## src/rtl/mcpu_datapath_pkg.sv

```systemverilog
// Shared definitions for the multicycle CPU datapath: opcode/func values,
// control-select encodings and the jal link register.
package mcpu_datapath_pkg;

  localparam logic [5:0] OP_RTYPE = 6'b000000;
  localparam logic [5:0] OP_LW    = 6'b100011;
  localparam logic [5:0] OP_SW    = 6'b101011;
  localparam logic [5:0] OP_BEQ   = 6'b000100;
  localparam logic [5:0] OP_BNE   = 6'b000101;
  localparam logic [5:0] OP_J     = 6'b000010;
  localparam logic [5:0] OP_JAL   = 6'b000011;

  localparam logic [5:0] FUNC_ADD = 6'b100000;
  localparam logic [5:0] FUNC_SUB = 6'b100010;
  localparam logic [5:0] FUNC_AND = 6'b100100;
  localparam logic [5:0] FUNC_OR  = 6'b100101;
  localparam logic [5:0] FUNC_SLT = 6'b101010;

  typedef enum logic [1:0] {
    ALUOP_ADD  = 2'b00,
    ALUOP_SUB  = 2'b01,
    ALUOP_FUNC = 2'b10,
    ALUOP_RSVD = 2'b11
  } aluop_e;

  typedef enum logic [1:0] {
    ALUB_REG     = 2'b00,
    ALUB_FOUR    = 2'b01,
    ALUB_IMM     = 2'b10,
    ALUB_IMM_SH2 = 2'b11
  } aluselb_e;

  typedef enum logic [1:0] {
    PCS_ALU    = 2'b00,
    PCS_ALUOUT = 2'b01,
    PCS_JUMP   = 2'b10,
    PCS_REG    = 2'b11
  } pcs_e;

  localparam logic [4:0] LINK_REG = 5'd31;

  function automatic logic [31:0] signExt16(input logic [15:0] v);
    return {{16{v[15]}}, v};
  endfunction

endpackage

```

## src/rtl/mcpu_datapath_if.sv

```systemverilog
// Control-unit / memory side of the datapath: strobes and selects in,
// instruction fields and memory bus out.
interface mcpu_datapath_if;

  logic        pcw, pcwc, iord, mr, mw, irw, regw, mtor, rdst, alusela, tw;
  logic [1:0]  aluselb, aluop, pcs;
  logic [5:0]  op, func;
  logic [31:0] mem_addr, mem_wdata, mem_rdata, dbg_pc;
  logic        mem_rd, mem_wr;

  modport master (
    output pcw, pcwc, iord, mr, mw, irw, regw, mtor, rdst, alusela, tw,
    output aluselb, aluop, pcs, mem_rdata,
    input  op, func, mem_addr, mem_wdata, mem_rd, mem_wr, dbg_pc
  );

  modport slave (
    input  pcw, pcwc, iord, mr, mw, irw, regw, mtor, rdst, alusela, tw,
    input  aluselb, aluop, pcs, mem_rdata,
    output op, func, mem_addr, mem_wdata, mem_rd, mem_wr, dbg_pc
  );

endinterface

```

## src/rtl/mcpu_regfile.sv

```systemverilog
// 32x32 register file: two asynchronous read ports, one synchronous write
// port, synchronous reset; $0 is hardwired to zero.
module mcpu_regfile (
  input  logic        clk,
  input  logic        rst,
  input  logic [4:0]  raddr1_i,
  input  logic [4:0]  raddr2_i,
  output logic [31:0] rdata1_o,
  output logic [31:0] rdata2_o,
  input  logic        we_i,
  input  logic [4:0]  waddr_i,
  input  logic [31:0] wdata_i
);

  logic [31:0] regs_q [32];

  always_ff @(posedge clk) begin
    if (rst) begin
      for (int i = 0; i < 32; i++) regs_q[i] <= '0;
    end else if (we_i && (waddr_i != 5'd0)) begin
      regs_q[waddr_i] <= wdata_i;
    end
  end

  // Reads see the pre-edge contents, so a same-cycle write is not bypassed.
  assign rdata1_o = (raddr1_i == 5'd0) ? 32'd0 : regs_q[raddr1_i];
  assign rdata2_o = (raddr2_i == 5'd0) ? 32'd0 : regs_q[raddr2_i];

endmodule

```

## src/rtl/mcpu_datapath.sv

```systemverilog
// Multicycle MIPS-style datapath: PC, IR, MDR, A, B, ALUOut, register file
// and ALU, steered cycle by cycle by an external control unit.
module mcpu_datapath
  import mcpu_datapath_pkg::*;
(
  input  logic           clk,
  input  logic           rst,
  mcpu_datapath_if.slave bus
);

  logic [31:0] pc_q, pc_d, ir_q, ir_d, mdr_q, mdr_d;
  logic [31:0] a_q, a_d, b_q, b_d, aluOut_q, aluOut_d;
  logic [31:0] rfRdata1, rfRdata2, rfWdata;
  logic [4:0]  rfWaddr;
  logic [31:0] immExt, aluA, aluB, aluResult, pcNext;
  logic        aluZero, branchTaken, pcLoad;

  assign immExt = signExt16(ir_q[15:0]);

  always_comb begin
    aluA = bus.alusela ? a_q : pc_q;
    case (bus.aluselb)
      ALUB_REG:  aluB = b_q;
      ALUB_FOUR: aluB = 32'd4;
      ALUB_IMM:  aluB = immExt;
      default:   aluB = immExt << 2;
    endcase
    aluResult = aluA + aluB;
    case (bus.aluop)
      ALUOP_SUB:  aluResult = aluA - aluB;
      ALUOP_FUNC: begin
        case (ir_q[5:0])
          FUNC_SUB: aluResult = aluA - aluB;
          FUNC_AND: aluResult = aluA & aluB;
          FUNC_OR:  aluResult = aluA | aluB;
          FUNC_SLT: aluResult = ($signed(aluA) < $signed(aluB)) ? 32'd1 : 32'd0;
          default:  aluResult = aluA + aluB;
        endcase
      end
      default:    aluResult = aluA + aluB;
    endcase
  end

  // BNE inverts the sense of the zero flag; every other branch opcode is BEQ.
  assign aluZero     = (aluResult == 32'd0);
  assign branchTaken = aluZero ^ (ir_q[31:26] == OP_BNE);
  assign pcLoad      = bus.pcw | (bus.pcwc & branchTaken);

  always_comb begin
    case (bus.pcs)
      PCS_ALU:    pcNext = aluResult;
      PCS_ALUOUT: pcNext = aluOut_q;
      PCS_JUMP:   pcNext = {pc_q[31:28], ir_q[25:0], 2'b00};
      default:    pcNext = a_q;
    endcase
  end

  always_comb begin
    rfWaddr = bus.rdst ? ir_q[15:11] : ir_q[20:16];
    rfWdata = bus.mtor ? mdr_q : aluOut_q;
    if (bus.tw) begin
      rfWaddr = LINK_REG;
      rfWdata = pc_q;
    end
  end

  mcpu_regfile u_regfile (
    .clk      (clk),
    .rst      (rst),
    .raddr1_i (ir_q[25:21]),
    .raddr2_i (ir_q[20:16]),
    .rdata1_o (rfRdata1),
    .rdata2_o (rfRdata2),
    .we_i     (bus.regw & ~rst),
    .waddr_i  (rfWaddr),
    .wdata_i  (rfWdata)
  );

  always_comb begin
    pc_d     = pc_q;
    ir_d     = ir_q;
    mdr_d    = mem_rdataOrZero();
    a_d      = rfRdata1;
    b_d      = rfRdata2;
    aluOut_d = aluResult;
    if (pcLoad)  pc_d = pcNext;
    if (bus.irw) ir_d = bus.mem_rdata;
    if (rst) begin
      pc_d     = '0;
      ir_d     = '0;
      mdr_d    = '0;
      a_d      = '0;
      b_d      = '0;
      aluOut_d = '0;
    end
  end

  function automatic logic [31:0] mem_rdataOrZero();
    return bus.mem_rdata;
  endfunction

  always_ff @(posedge clk) begin
    pc_q     <= pc_d;
    ir_q     <= ir_d;
    mdr_q    <= mdr_d;
    a_q      <= a_d;
    b_q      <= b_d;
    aluOut_q <= aluOut_d;
  end

  // Outputs are forced to zero while reset is held, before state has cleared.
  assign bus.op        = rst ? 6'd0  : ir_q[31:26];
  assign bus.func      = rst ? 6'd0  : ir_q[5:0];
  assign bus.mem_addr  = rst ? 32'd0 : (bus.iord ? aluOut_q : pc_q);
  assign bus.dbg_pc    = rst ? 32'd0 : pc_q;
  assign bus.mem_wdata = b_q;
  assign bus.mem_rd    = bus.mr;
  assign bus.mem_wr    = bus.mw;

endmodule

```

## src/flat_wrapper.sv

```systemverilog
// flat-port wrapper written by rule: the top's interface ports become plain ports
module mcpu_datapath_flat import mcpu_datapath_pkg::*;
  (clk, rst, bus_pcw, bus_pcwc, bus_iord, bus_mr, bus_mw, bus_irw, bus_regw, bus_mtor, bus_rdst, bus_alusela, bus_tw, bus_aluselb, bus_aluop, bus_pcs, bus_mem_rdata, bus_op, bus_func, bus_mem_addr, bus_mem_wdata, bus_mem_rd, bus_mem_wr, bus_dbg_pc);
  mcpu_datapath_if bus_i ();
  input  logic clk;
  input  logic rst;
  input wire logic [$bits(bus_i.pcw)-1:0] bus_pcw;
  input wire logic [$bits(bus_i.pcwc)-1:0] bus_pcwc;
  input wire logic [$bits(bus_i.iord)-1:0] bus_iord;
  input wire logic [$bits(bus_i.mr)-1:0] bus_mr;
  input wire logic [$bits(bus_i.mw)-1:0] bus_mw;
  input wire logic [$bits(bus_i.irw)-1:0] bus_irw;
  input wire logic [$bits(bus_i.regw)-1:0] bus_regw;
  input wire logic [$bits(bus_i.mtor)-1:0] bus_mtor;
  input wire logic [$bits(bus_i.rdst)-1:0] bus_rdst;
  input wire logic [$bits(bus_i.alusela)-1:0] bus_alusela;
  input wire logic [$bits(bus_i.tw)-1:0] bus_tw;
  input wire logic [$bits(bus_i.aluselb)-1:0] bus_aluselb;
  input wire logic [$bits(bus_i.aluop)-1:0] bus_aluop;
  input wire logic [$bits(bus_i.pcs)-1:0] bus_pcs;
  input wire logic [$bits(bus_i.mem_rdata)-1:0] bus_mem_rdata;
  output wire logic [$bits(bus_i.op)-1:0] bus_op;
  output wire logic [$bits(bus_i.func)-1:0] bus_func;
  output wire logic [$bits(bus_i.mem_addr)-1:0] bus_mem_addr;
  output wire logic [$bits(bus_i.mem_wdata)-1:0] bus_mem_wdata;
  output wire logic [$bits(bus_i.mem_rd)-1:0] bus_mem_rd;
  output wire logic [$bits(bus_i.mem_wr)-1:0] bus_mem_wr;
  output wire logic [$bits(bus_i.dbg_pc)-1:0] bus_dbg_pc;
  assign bus_i.pcw = bus_pcw;
  assign bus_i.pcwc = bus_pcwc;
  assign bus_i.iord = bus_iord;
  assign bus_i.mr = bus_mr;
  assign bus_i.mw = bus_mw;
  assign bus_i.irw = bus_irw;
  assign bus_i.regw = bus_regw;
  assign bus_i.mtor = bus_mtor;
  assign bus_i.rdst = bus_rdst;
  assign bus_i.alusela = bus_alusela;
  assign bus_i.tw = bus_tw;
  assign bus_i.aluselb = bus_aluselb;
  assign bus_i.aluop = bus_aluop;
  assign bus_i.pcs = bus_pcs;
  assign bus_i.mem_rdata = bus_mem_rdata;
  assign bus_op = bus_i.op;
  assign bus_func = bus_i.func;
  assign bus_mem_addr = bus_i.mem_addr;
  assign bus_mem_wdata = bus_i.mem_wdata;
  assign bus_mem_rd = bus_i.mem_rd;
  assign bus_mem_wr = bus_i.mem_wr;
  assign bus_dbg_pc = bus_i.dbg_pc;
  mcpu_datapath u_core (.clk(clk), .rst(rst), .bus(bus_i));
endmodule
```

## config.mk

```make
export PLATFORM = sky130hd
export DESIGN_NAME = mcpu_datapath_flat
export DESIGN_NICKNAME = d
export VERILOG_FILES = /design/src/rtl/mcpu_datapath_pkg.sv /design/src/rtl/mcpu_datapath_if.sv /design/src/rtl/mcpu_regfile.sv /design/src/rtl/mcpu_datapath.sv /design/src/flat_wrapper.sv
export SDC_FILE = /design/constraint.sdc
export NUM_CORES = 2
export LEC_CHECK = 0
export CAP_MARGIN = 20
export CELL_PAD_IN_SITES_DETAIL_PLACEMENT = 0
export CELL_PAD_IN_SITES_GLOBAL_PLACEMENT = 2
export CORE_ASPECT_RATIO = 1.75
export CORE_MARGIN = 2
export CORE_UTILIZATION = 40
export CTS_CLUSTER_SIZE = 25
export DETAILED_ROUTE_END_ITERATION = 7
export MAX_ROUTING_LAYER = met4
export PLACE_DENSITY = 0.75
export SKIP_LAST_GASP = 1
export SLEW_MARGIN = 25
export SYNTH_ARGS = -nofsm -noshare
export SYNTH_HDL_FRONTEND = slang
export SYNTH_SLANG_ARGS = --single-unit
```

## constraint.sdc

```tcl
create_clock -name clk -period 6 [get_ports clk]
set_input_delay 0.6 -clock clk [delete_from_list [all_inputs] [get_ports clk]]
set_output_delay 0.6 -clock clk [all_outputs]
set_load 0.02 [all_outputs]
```

# Yosys cells after proc, flatten, opt, wreduce, memory -nomap -nowiden
# Memories as Yosys holds them, arrays and structs flattened. A register that Yosys moved wholly into a read port is not among the register bits.
# Index checks and enable logic that the tools add are counted.
# word_totals
reg_bits	128
mem_bits_rw	1024
inputBits	51
output_inout_bits	110
n_memories	1
# mem_list
memory	depth	width	rd	rd_ports_with_merged_regs	write_ports	line	text
u_core.u_regfile.regs_q	32	32	2	2	32	mcpu_regfile.sv:15	logic [31:0] regs_q [32];
# op_classes
addsub	2
order_cmp	1
n_eq_ne	11
muxes	23
bitwise	8
reduce_logical	11
# ops
cell	count
two-way mux 32 bit	7
one-hot mux 32 bit (3 select lines)	2
one-hot mux 32 bit (4 select lines)	1
one-hot mux 32 bit (2 select lines)	1
adder 32 bit	1
bitwise AND 32 bit	1
zero test 32 bit	1
< comparator 32 bit	1
OR 32 bit	1
OR reduction 32 bit	1
subtractor 32 bit	1
== test 6 bit (second input constant)	4
two-way mux 5 bit	3
two-way mux 6 bit	2
zero test 5 bit	2
two-way mux 1 bit	7
== test 2 x 1 -> 1 bit (second input constant)	3
== test 2 bit (second input constant)	3
== test 6 x 3 -> 1 bit (second input constant)	1
nonzero test 5 bit	1
zero test 2 bit	2
OR reduction 2 bit	2
bitwise AND 1 bit	2
NOT 1 bit	2
4 further kinds	4

# Longest topological paths before layout
# depth
word_depth	11
depth_mapped	23
ltp_nobuf	18

# By module
# From an unflattened synthesis, not the netlist that was laid out.
# unflattened
cells_unflattened	5520
area_unflattened_um2	70009.6
# modules_own_cells
mod	n_inst	cells_per_inst	area_per_inst_um2	seq_area_each_um2
mcpu_regfile	1	3502	54253.3	30749.5
mcpu_datapath	1	2018	15756.4	3843.7

# Least setup slack after synthesis
# No wires, ideal clock.
# synth_timing
path_kind	register -> register
startpoint	register u_core.ir_q[0]
endpoint	register u_core.pc_q[10]
setup_ps	121
t_arrival_ps	5606
path_slack_ps	273
path_stages_with_launch	24
synth_period_minus_slack_ps	5727
cell_sequence	dfxtp_1 clkbuf_1 clkbuf_1 clkbuf_1 buf_1 mux2i_1 nor2_1 ha_1 inv_1 fa_1 nor2b_1 o311ai_2 a21oi_1 or2_2 a211oi_1 nor4_1 a2111oi_0 nand4_1 nor4b_1 nand3_2 mux2i_4 nor2_4 buf_6 mux2_4
# synth_between
elab_chain_cells	9
# synth_rtl
item	line	text
start: declaration	mcpu_datapath.sv:11	logic [31:0] pc_q, pc_d, ir_q, ir_d, mdr_q, mdr_d;
start signal: assignment	mcpu_datapath.sv:104	ir_q <= ir_d;
one-hot mux 32 bit (3 select lines)	mcpu_datapath.sv:22	case (bus.aluselb)
< comparator 32 bit	mcpu_datapath.sv:36	FUNC_SLT: aluResult = ($signed(aluA) < $signed(aluB)) ? 32'd1 : 32'd0;
two-way mux 1 bit	mcpu_datapath.sv:36	
one-hot mux 32 bit (4 select lines)	mcpu_datapath.sv:32	case (ir_q[5:0])
one-hot mux 32 bit (2 select lines) *	mcpu_datapath.sv:29	case (bus.aluop)
zero test 32 bit	mcpu_datapath.sv:45	assign aluZero = (aluResult == 32'd0);
bitwise XOR 1 bit	mcpu_datapath.sv:46	assign branchTaken = aluZero ^ (ir_q[31:26] == OP_BNE);
bitwise AND 1 bit	mcpu_datapath.sv:47	assign pcLoad = bus.pcw | (bus.pcwc & branchTaken);
OR 1 bit	mcpu_datapath.sv:47	
end signal: assignment	mcpu_datapath.sv:103	pc_q <= pc_d;
end: declaration	mcpu_datapath.sv:11	
# Mark *: on every way between the ends. The rest lies on a longest branch, timed or not.
# A chain may end at the register's enable or synchronous reset.

# Final worst setup path
# layout_timing
startpoint	register u_core.ir_q[0]
endpoint	register u_core.pc_q[27]
# Same word-level chain as after synthesis.

==> results.toml <==
[logic_synthesis]
synth_compound_area_share_pct = 7.35
seq_area_frac_synth_pct = 51.8
synth.distinct_cells = 101
synth_edf_count = 1024
ys_warn_count = 0
ys.flop_type = "edfxtp_1"
synthArstFlopShare_pct = 0
netlist_area_um2 = 66800
synth_mux_area_share_pct = 24.0
syn_inst = 5364
synth_top_area_cell = "edfxtp_1"
synth_adder_area_share_pct = 1.90
synth_commonest_cells = "nor2_1, edfxtp_1, mux4_2, clkbuf_1, mux2i_1"
ys_ff_latch = 1216
synth_top_family_by_area = "multiplexers"
synth_area_leaders = "edfxtp_1, mux4_2, nor2_1"
synthSimpleGateAreaFrac_pct = 11.1
syn_area_per_cell_um2 = 12.5
synthXorXnorAreaFrac_pct = 0.302
synth_most_common_cell = "nor2_1"
synth_top_area_share_pct = 46.0

[clock_network]
cts_hold_buf = 0
numCtsBuffers = 112
path_clk_slew_ps = 80
cts_tree = "yes"
clk-insertion-delay-late_ps = 750
cts_max_level = 3
root_buffer = "clkbuf_16"
cts.path.max_buffers = 3
cts_sinks = 1216

[floorplan]
fp-row-count = 198
die_x_um = 313
die_area_um2 = 170000
ios = 161
start_util_pct = 40.2
die_height_um = 545
core-area_um2 = 166000

[drt]
drt_iter0_markers = 4951
vias = 49500
finalWirelength_mm = 276
routedWlPerCell_um = 34.6
vias_per_cell = 6.19
drt-pass1-iter-count = 6
drt_drc_violations_left = 0
antenna_left = 0

[critical_path]
crit_path_start = "u_core.ir_q[0]$_SDFFE_PP0P_"
crit_path_max_fanout = 21
path_class = "reg2reg"
r2r_start = "u_core.ir_q[0]$_SDFFE_PP0P_"
worstPathRequired_ps = 6620
end_kind = "flip-flop"
startpoint_type = "flip-flop"
arrival_ps = 6600

[final_layout]
layout.cells.non_filler = 7994
layout-drive-gt1-share_pct = 26.8
area_growth_pct = 16.3
fill_cells = 14900
nNetsFinal = 5844
fin_util_pct = 46.8

[timing]
fmaxAchievable_mhz = 167
period_minus_slack_ps = 5980
slew_headroom_pct = 24.2
fin_skew_ps = 43.6
hold_viol = 0
drv_slew = 0
min_period_over_period_pct = 99.7
worst_slack_ps = 19.8
worstMarginPinSlew_ps = 1140
final-setup-viol-count = 0

[global_route]
grt_pass1_wl_mm = 380
grt_max_degree = 84
grt.overflow.total = 0
antenna_found_initial = 6
grt_pass1_vias = 50600
grt_usage_pct = 32.8

[power_and_ir_drop]
p_sw_share_pct = 29.6
combPwrFrac_pct = 20.8
ir_worst_vdd_mv = 0.264
p_sw_mw = 6.34
leakage_nw = 26.8
pwr-share-clk_pct = 33.5
seq_power_share_pct = 45.7
finalPower_mw = 21.5
internal_power_mw = 15.1
power.density_nw_per_um2 = 276

[status]
status = "complete, no violations"

[place]
dp_hpwl_mm = 186
place_congestion = 0.986
place_ws_ps = -1080
port_buffers = 156
dp.cells = 7771

[flow_run]
cap_violations = 0

[min_path]
hp-start = "rst"
hp-class = "in2reg"
## power groups by stage
| stage | combinational [mW] | clock, mW | sequential [mW] |
|---|---|---|---|
| after floorplan | 2.41 | 0 | 9.83 |
| after global placement | 4.37 | 0 | 9.94 |
| after detailed placement | 4.38 | 0 | 9.97 |
| after CTS | 4.40 | 7.27 | 9.79 |
| after global routing | 4.65 | 7.55 | 9.83 |
| final | 4.47 | 7.19 | 9.80 |
## path summary, 6_finish.rpt
| kind | depth (start not counted) | slack, ps | end |
|---|---|---|---|
| setup / recovery | 22 | 20 | u_core.pc_q[27]$_SDFFE_PP0P_ |
| hold / removal | 2 | 320 | u_core.aluOut_q[1]$_SDFF_PP0_ |
| setup reg to reg | 22 | 20 | u_core.pc_q[27]$_SDFFE_PP0P_ |
| hold reg to reg | 2 | 530 | u_core.ir_q[27]$_SDFFE_PP0P_ |
## layout make-up
class | instances | area, µm² | area share, %
Sequential cell | 1216 | 34600 | 44.6
Multi-Input combinational cell | 3545 | 30400 | 39.1
Timing Repair Buffer | 708 | 5960 | 7.67
Clock buffer | 149 | 3060 | 3.93
Tap cell | 2200 | 2750 | 3.54
Clock inverter | 62 | 479 | 0.617
Inverter | 110 | 413 | 0.532
Antenna cell | 4 | 10.0 | 0.0129
## what timing repair did
| item | 4_1_cts | 5_1_grt |
|---|---|---|
| pin swaps | 1 | 6 |
| gates cloned | 0 | 2 |
| hold endpoints to repair | 0 | 0 |
| buffers inserted | 0 | 5 |
| endpoints found under the setup margin | 31 | 29 |
| gates resized for setup | 9 | 20 |
## per-layer routing
metal / share of wire, % / track usage (%)
met1: 34 / 34.4
met2: 54 / 59.7
met3: 6.0 / 3.47
met4: 6.9 / 18.5
met5: 0 / -
## logic make-up after synthesis
| kind of cell | after synthesis |
|---|---|
| buffers and inverters | 634 |
| DFF | 1216 |
| other | 1 |
| xor gates and xnor gates | 23 |
| AOI/OAI and AO/OA | 704 |
| muxes | 930 |
| and+or+nand+nor | 1756 |
| adders and majority gates | 100 |
## placed cells by master, fill, tap and decap left out, drive strengths merged, types with 19 or more instances in the layout
cell type and n:
clkdlybuf4s50 147, edfxtp 1024, buf 556, o221ai 39, mux4 515, dfxtp 192, o211ai 21, mux2i 276
a21oi 178, nand3 19, nor2b 94, ha 98, a22o 26, clkbuf 152, o21ai 104, and2 33
a21o 29, clkinv 46, nand2b 25, a221oi 47, conb 32, nand2 161, mux2 139, nor3 45
o31ai 19, a211oi 47, inv 116, o22ai 61, nor2 1288
## critical path, stage by stage, from the launching register on
cell and delay, ps:
dfxtp_2 380, buf_4 290, mux2i_1 150, a21oi_2 250
ha_1 310, buf_4 160, o21ai_0 220, nor2_1 100
buf_4 150, o31ai_2 520, nor2_1 80, a211oi_1 240
a21oi_1 120, a2111oi_4 730, buf_4 220, nand4_1 220
nor4b_2 390, nand3_2 190, mux2i_4 240, nor2_4 130
buf_12 150, clkbuf_16 230, mux2_2 350
## state kept, by name, indices dropped and copies added (netlist names)
| name | flops |
|---|---|
| u_core.bus.mem_wdata | 32 |
| u_core.pc_q | 32 |
| u_core.mdr_q | 32 |
| u_core.u_regfile.regs_q | 1024 |
| u_core.ir_q | 32 |
| u_core.a_q | 32 |
| u_core.aluOut_q | 32 |
## stage by stage
step | setup TNS [ps] | instance area [µm²] | hold WS [ps]
after floorplan | 0 | 66900 | 467
after global placement | -47190 | 73900 | 498
after detailed placement | -32030 | 73900 | 513
after CTS | 0 | 77500 | 294
after global routing | -18.6 | 77700 | 355
final | 0 | 77700 | 315
Power figures use the tool's default switching activity.
